--- src/rtl/mem_req_arbiter.sv ---
// Round-robin arbiter giving NUM_REQ requesters one shared single-port memory.
// Each transaction runs IDLE -> BUSY -> GAP, and every output comes straight from a register.
module mem_req_arbiter #(
    parameter int NUM_REQ = 2,
    parameter int ADDR_W  = 4,
    parameter int DATA_W  = 32,
    parameter int TIMEOUT = 15
) (
    input  logic                        clk,
    input  logic                        reset,
    input  logic [NUM_REQ-1:0]          rq_valid_i,
    input  logic [NUM_REQ-1:0]          rq_rnw_i,
    input  logic [NUM_REQ*ADDR_W-1:0]   rq_addr_i,
    input  logic [NUM_REQ*DATA_W-1:0]   rq_wdata_i,
    output logic [NUM_REQ-1:0]          rq_ack_o,
    output logic                        rq_err_o,
    output logic [DATA_W-1:0]           rq_rdata_o,
    output logic [NUM_REQ-1:0]          grant_o,
    output logic                        mem_req_o,
    output logic                        mem_rnw_o,
    output logic [ADDR_W-1:0]           mem_addr_o,
    output logic [DATA_W-1:0]           mem_wdata_o,
    input  logic                        mem_ready_i,
    input  logic [DATA_W-1:0]           mem_rdata_i
);

    localparam int IDX_W = (NUM_REQ > 1) ? $clog2(NUM_REQ) : 1;
    localparam int CNT_W = 8;

    typedef enum logic [1:0] {IDLE = 2'd0, BUSY = 2'd1, GAP = 2'd2} state_t;

    state_t             state, state_n;
    logic [IDX_W-1:0]   last_grant, last_grant_n;
    logic [IDX_W-1:0]   pick, cand;
    logic               found;
    logic [CNT_W-1:0]   cnt, cnt_n;
    logic               expired;

    logic               mem_req_n, mem_rnw_n, err_n;
    logic [ADDR_W-1:0]  mem_addr_n;
    logic [DATA_W-1:0]  mem_wdata_n, rdata_n;
    logic [NUM_REQ-1:0] grant_n, ack_n;

    assign expired = (cnt == CNT_W'(TIMEOUT));

    // Search starts one past the previous winner, so a held request cannot starve the others.
    always_comb begin : rr_search
        found = 1'b0;
        pick  = '0;
        cand  = '0;
        for (int k = 1; k <= NUM_REQ; k++) begin
            cand = IDX_W'((int'(last_grant) + k) % NUM_REQ);
            if (!found && rq_valid_i[cand]) begin
                found = 1'b1;
                pick  = cand;
            end
        end
    end

    always_ff @(posedge clk) begin : state_reg
        // NOTE: sequential state uses non-blocking assignments so every register samples pre-edge values.
        if (reset) begin
            state       <= IDLE;
            last_grant  <= IDX_W'(NUM_REQ - 1);
            cnt         <= '0;
            mem_req_o   <= 1'b0;
            mem_rnw_o   <= 1'b0;
            mem_addr_o  <= '0;
            mem_wdata_o <= '0;
            grant_o     <= '0;
            rq_ack_o    <= '0;
            rq_err_o    <= 1'b0;
            rq_rdata_o  <= '0;
        end else begin
            state       <= state_n;
            last_grant  <= last_grant_n;
            cnt         <= cnt_n;
            mem_req_o   <= mem_req_n;
            mem_rnw_o   <= mem_rnw_n;
            mem_addr_o  <= mem_addr_n;
            mem_wdata_o <= mem_wdata_n;
            grant_o     <= grant_n;
            rq_ack_o    <= ack_n;
            rq_err_o    <= err_n;
            rq_rdata_o  <= rdata_n;
        end
    end

    always_comb begin : next_state
        state_n = state;
        case (state)
            IDLE:    if (found) state_n = BUSY;
            BUSY:    if (mem_ready_i || expired) state_n = GAP;
            GAP:     state_n = IDLE;
            default: state_n = IDLE;
        endcase
    end

    always_comb begin : next_outputs
        // NOTE: every signal driven here gets a default first, so no latch is inferred.
        last_grant_n = last_grant;
        cnt_n        = cnt;
        mem_req_n    = mem_req_o;
        mem_rnw_n    = mem_rnw_o;
        mem_addr_n   = mem_addr_o;
        mem_wdata_n  = mem_wdata_o;
        grant_n      = grant_o;
        ack_n        = '0;
        err_n        = 1'b0;
        rdata_n      = rq_rdata_o;
        case (state)
            IDLE: begin
                if (found) begin
                    last_grant_n = pick;
                    cnt_n        = CNT_W'(1);
                    mem_req_n    = 1'b1;
                    mem_rnw_n    = rq_rnw_i[pick];
                    mem_addr_n   = rq_addr_i[int'(pick)*ADDR_W +: ADDR_W];
                    mem_wdata_n  = rq_wdata_i[int'(pick)*DATA_W +: DATA_W];
                    grant_n      = '0;
                    grant_n[pick] = 1'b1;
                end
            end
            BUSY: begin
                // A real ready wins over a timeout that expires in the same cycle.
                if (mem_ready_i || expired) begin
                    mem_req_n = 1'b0;
                    grant_n   = '0;
                    ack_n     = grant_o;
                    err_n     = !mem_ready_i;
                    rdata_n   = mem_ready_i ? mem_rdata_i : '0;
                end else begin
                    cnt_n = cnt + CNT_W'(1);
                end
            end
            default: ;
        endcase
    end

endmodule

--- config.mk ---
export PLATFORM = sky130hd
export DESIGN_NAME = mem_req_arbiter
export DESIGN_NICKNAME = d
export VERILOG_FILES = /design/src/rtl/mem_req_arbiter.sv
export SDC_FILE = /design/constraint.sdc
export NUM_CORES = 1
export LEC_CHECK = 0
export ABC_AREA = 1
export BUFFER_PORTS_ARGS = -buffer_cell sky130_fd_sc_hd__clkbuf_2
export CORE_UTILIZATION = 45
export DETAILED_ROUTE_END_ITERATION = 8
export PLACE_DENSITY_LB_ADDON = 0.3
export SYNTH_ARGS = -nofsm -noshare
export SYNTH_HDL_FRONTEND = slang
export SYNTH_SLANG_ARGS = --single-unit
--- constraint.sdc ---
create_clock -name clk -period 2 [get_ports clk]
set_input_delay 0.4 -clock clk [delete_from_list [all_inputs] [get_ports clk]]
set_output_delay 0.4 -clock clk [all_outputs]
set_load 0.005 [all_outputs]
======== Word-level counts from Yosys, hierarchy flattened ========
Index checks and enable logic that the tools add are counted.
Widths: inputs -> output; s select.
storage, ports and cells
  register bits ........................... 86
  input port bits ......................... 111
  output and inout bits ................... 75
  logic and storage cells ................. 65
cells by class
  add/subtract/negate cells ............... 3
  magnitude comparators ................... 4
  equality and inequality tests ........... 5
  shifts and indexed selects .............. 2
  multiplexer cells ....................... 25
  bitwise operators ....................... 2
  reductions and logical operators ........ 13
operators with widths
  kind                 count
  $shiftx 64x7->32     1
  $mux 32              1
  $mux 8               2
  $pmux 8 s2           1
  $mux 1               13
  $add 8x1->8 const B  1
  $eq 8x4->1 const B   1
  $mux 2               4
  $pmux 2 s2           2
  $shiftx 8x4->4       1
  $lt 1x2->1 const B   3
  $ne 2x2->1 const B   3
  $reduce_and 2->1     3
  $reduce_and 3->1     2
  $reduce_or 3->1      1
  $add 1x1->1 const B  2
  $eq 2x1->1 const B   1
  $logic_and 1x1->1    2
  $logic_not 1->1      2
  $logic_not 2->1      1
  $not 1->1            2
  $pmux 1 s2           1
  $reduce_bool 2->1    1
  $demux 1 s1          1
  2 further kinds      2

======== Depth between registers and ports, before layout ========
  depth after elaboration ................. 13
  mapped depth ............................ 10
  mapped depth without buffers ............ 9

======== Least setup slack after synthesis ========
No wires, ideal clock.
  path type ............................... register to register
  start ................................... register cnt[0]
  end ..................................... register rq_rdata_o[0]
  setup time .............................. 0.132 ns
  arrival time ............................ 1.251 ns
  data required time ...................... 1.868 ns
  path slack .............................. 0.617 ns
  cell stages (with the launch flop) ...... 11
  path buffers ............................ 2
  period minus slack after synthesis ...... 1.383 ns
  cell sequence ........................... dfxtp_1 ha_1 nand2_2 nor2_2 nand3_2 nand2_1 nand2_2 buf_6 buf_6 nand2_1 a21oi_1
between the ends
  word-level cells in the longest chain between the ends .. 3
RTL lines
  item                               line  source
  start, declared                    36    logic [CNT_W-1:0] cnt, cnt_n;
  start signal, assigned             77    cnt <= cnt_n;
  $eq 8x4->1                         44    assign expired = (cnt == CNT_W'(TIMEOUT));
  $logic_or 1x1->1                   126   if (mem_ready_i || expired) begin
  $reduce_and 2->1 (no source line)  --
  end signal, assigned               85    rq_rdata_o <= rdata_n;
  end, declared                      17    output logic [DATA_W-1:0] rq_rdata_o,
No other way between the ends.
A chain may end at the register's enable or synchronous reset.

======== Final worst setup path ========
  start ................................... register cnt[0]
  end ..................................... register rq_rdata_o[14]
Same word-level chain as after synthesis.

==> flow_metrics.env <==
export IMPL_status="complete, no violations"
export IMPL_power_static_leakage_nw=2.21
export IMPL_clock_sinks=86
export IMPL_postSynth_asyncResetShare_pct=0
export IMPL_finish_net_count=744
export IMPL_routabilityCongestion=0.817
export IMPL_floorplan_die_height_um=89.9
export IMPL_ys_seq_elements=86
export IMPL_cts_resized_gates=0
export IMPL_syn_area_per_cell_um2=7.58
export IMPL_total_global_route_track_usage_pct=21.1
export IMPL_timing_worst_slew_pin_value_ns=0.404
export IMPL_holdCritPathClass="in -> reg"
export IMPL_drt_pass1_iterations=4
export IMPL_grt_pass1_vias=3211
export IMPL_yosys_warnings=0
export IMPL_start_kind="register"
export IMPL_wl_final_mm=8.76
export IMPL_area_of_all_placed_cells_without_fillers_um2=4630
export IMPL_internal_power_mw=2.76
export IMPL_holdBufCountCts=0
export IMPL_grt_busiest_layer="met2"
export IMPL_hold_slack_ns=0.280
export IMPL_grt_first_pass_wirelength_mm=14.1
export IMPL_finalPower_mw=3.81
export IMPL_worst_case_register_to_register_setup_slack_ns=0.40
export IMPL_synth_main_ff_cell="dfxtp_1"
export IMPL_start_util_pct=47.2
export IMPL_synth_top_cell_area_share_pct=49.5
export IMPL_slew_viol_final=0
export IMPL_switchingPower_mw=1.05
export IMPL_seq_power_share_pct=50.4
export IMPL_ant_nets=0
export IMPL_worst_ep_required_time_ns=2.27
export IMPL_yosys_area_top_type="dfxtp_1"
export IMPL_power_per_cell_area_nw_per_um2=823
export IMPL_synth_top_cells_by_area="dfxtp_1 (49%), nand2_1 (18%), a31oi_1 (6.7%), a21oi_1 (6.0%), o21ai_0 (4.0%)"
export IMPL_cts_root_to_sink_buffers=2
export IMPL_die_w_um=89.9
export IMPL_timing_clock_skew_ns=0.00691
export IMPL_finalHoldViolations=0
export IMPL_antenna_cells=0
export IMPL_area_growth_pct=33.2
export IMPL_root_buffer="clkbuf_8"
export IMPL_max_cap_violations=0
export IMPL_placed_area_um2=4430
export IMPL_via_per_inst=4.92
export IMPL_use_met1_pct=24.5
export IMPL_timing_critical_path_to_type="register"
export IMPL_swShare_pct=27.6
export IMPL_port_buffer_count=185
export IMPL_rows=31
export IMPL_postCtsSetupBuffers=0
export IMPL_netlist_area_um2=3480
export IMPL_dieArea_um2=8090
export IMPL_coreArea_um2=7370
export IMPL_global_route_usage_met2_pct=37.6
export IMPL_detail_route_iter0_violations=157
export IMPL_worst_setup_path_type="reg -> reg"
export IMPL_clock_insertion_delay_worst_skew_ns=0.34
export IMPL_post_route_period_util_pct=79.9
export IMPL_drive_gt1_share_pct=34.9
export IMPL_global_route_overflow_total=0
export IMPL_fmax_ghz=0.626
export IMPL_sequential_to_total_area_share_from_yosys_stat_pct=49.5
export IMPL_timing_final_setup_violations=0
export IMPL_cts_made_buffers=9
export IMPL_cp_arrival_ns=1.87
export IMPL_largest_net_degree_at_the_start_of_global_routing=59
export IMPL_synthDistinctLibCells=24
export IMPL_fill_cells=681
export IMPL_vdd_ir_drop_worst_mv=0.364
export IMPL_antenna_found_initial=0
export IMPL_clk_pin_slew_worst_paths_ns=0.09
export IMPL_boundaryPins=186
export IMPL_p_comb_share_pct=17.1
export IMPL_synth_cells=459
export IMPL_power_clock_fraction_pct=32.5
export IMPL_clock_period_minus_worst_slack_ns=1.60
export IMPL_mappedNetlistNets=571
export IMPL_htreeDepth=3
export IMPL_worstPathMaxFanout=38
export IMPL_post_dp_hpwl_mm=6.38
export IMPL_number_of_enable_flip_flop_cells_after_synthesis=0
export IMPL_via_count=3620
export IMPL_timing_max_slew_rel_slack_pct=73.1
export IMPL_drcViolationCount=0
export IMPL_setup_tns_ns=0
export IMPL_globalRouteMet3Util_pct=5.58
export IMPL_synth_most_common_cell="nand2_1"
export IMPL_largest_registers="mem_wdata_o: 32 flops, rq_rdata_o: 32 flops, cnt: 8 flops"
export IMPL_tritoncts="yes"
export IMPL_drt_wirelength_per_cell_um=11.9
export IMPL_rsz0062_at_grt="no"
export IMPL_ys_top_cells_by_count="nand2_1 (164), dfxtp_1 (86), a21oi_1 (42), a31oi_1 (37), o21ai_0 (28)"
[kinds of logic (layout without fill, tap and decap cells)]
kind of cell	Yosys count	in the layout	synth area share, %
fa+ha+maj	1	1	0.360
simple gates	205	205	24.2
compound gates	121	121	19.1
buf+inv	46	224	6.87
flops	86	86	49.5
[critical path: stages (launching register included)]
cell	delay [ns]
dfxtp_1	0.35
ha_1	0.24
nand2_2	0.11
nor2_2	0.04
nand3_2	0.07
nand2_1	0.07
nand2_2	0.05
buf_4	0.34
nand2_1	0.10
a21oi_1	0.15
[layer usage]
metal / wire (um) / part of all wire, % / vias to the layer above
met5: 0 / 0 / -
met2: 4260 / 49 / 144
li1: - / - / 1876
met4: 89 / 1.0 / 0
met1: 3740 / 43 / 1592
met3: 671 / 7.7 / 8
[cells in the final DEF (no fill, tap or decap)]
cell and count:
a21o_1 1, a21oi_1 42, a31oi_1 37, buf_12 1, buf_4 9, bufinv_16 1
clkbuf_2 185, clkbuf_8 10, clkinv_2 1, clkinv_4 2, clkinvlp_4 1, dfxtp_1 86
ha_1 1, inv_1 12, inv_2 1, inv_6 1, nand2_1 164, nand2_2 3
nand3_1 13, nand3_2 2, nand4_1 1, nor2_1 14, nor2_2 2, nor2_4 2
nor3b_1 4, o21ai_0 28, o21ai_1 10, o21ai_2 1, o21bai_1 2
[power groups by stage]
| stage | sequential (mW) | clock [mW] | combinational [mW] |
|---|---|---|---|
| finish | 1.92 | 1.24 | 0.654 |
| floorplan | 1.97 | 0 | 0.358 |
| global placement | 1.96 | 0 | 0.649 |
| detailed placement | 1.96 | 0 | 0.662 |
| CTS | 1.92 | 1.28 | 0.663 |
| global route | 1.94 | 1.35 | 0.735 |
[metrics by stage]
step	setup slack (ns)	utilization (%)	cells
after detailed placement	0.419	60.1	720
after CTS	0.393	62.9	736
after floorplan	0.617	-	459
after global routing	0.252	62.9	736
after global placement	0.506	60.1	720
final	0.402	62.9	736
[final timing paths]
path,startpoint,endpoint,cells past startpoint
setup / recovery,cnt[0],rq_rdata_o[14],9
hold / removal,mem_rdata_i[6],rq_rdata_o[6],3
setup reg to reg,cnt[0],rq_rdata_o[14],9
hold reg to reg,rq_rdata_o[16],rq_rdata_o[16],2
[cell type report]
| type | instances | area (um2) | area share [%] |
|---|---|---|---|
| inverters | 13 | 48.8 | 1.05 |
| flip-flops and latches | 86 | 1720 | 37.2 |
| multi-input cells | 327 | 1520 | 32.8 |
| well taps | 99 | 124 | 2.67 |
| repair buffers | 195 | 1010 | 21.9 |
| clock inverters | 6 | 68.8 | 1.49 |
| clock buffers | 10 | 138 | 2.97 |
No activity file was read; power rests on OpenSTA's default activity.
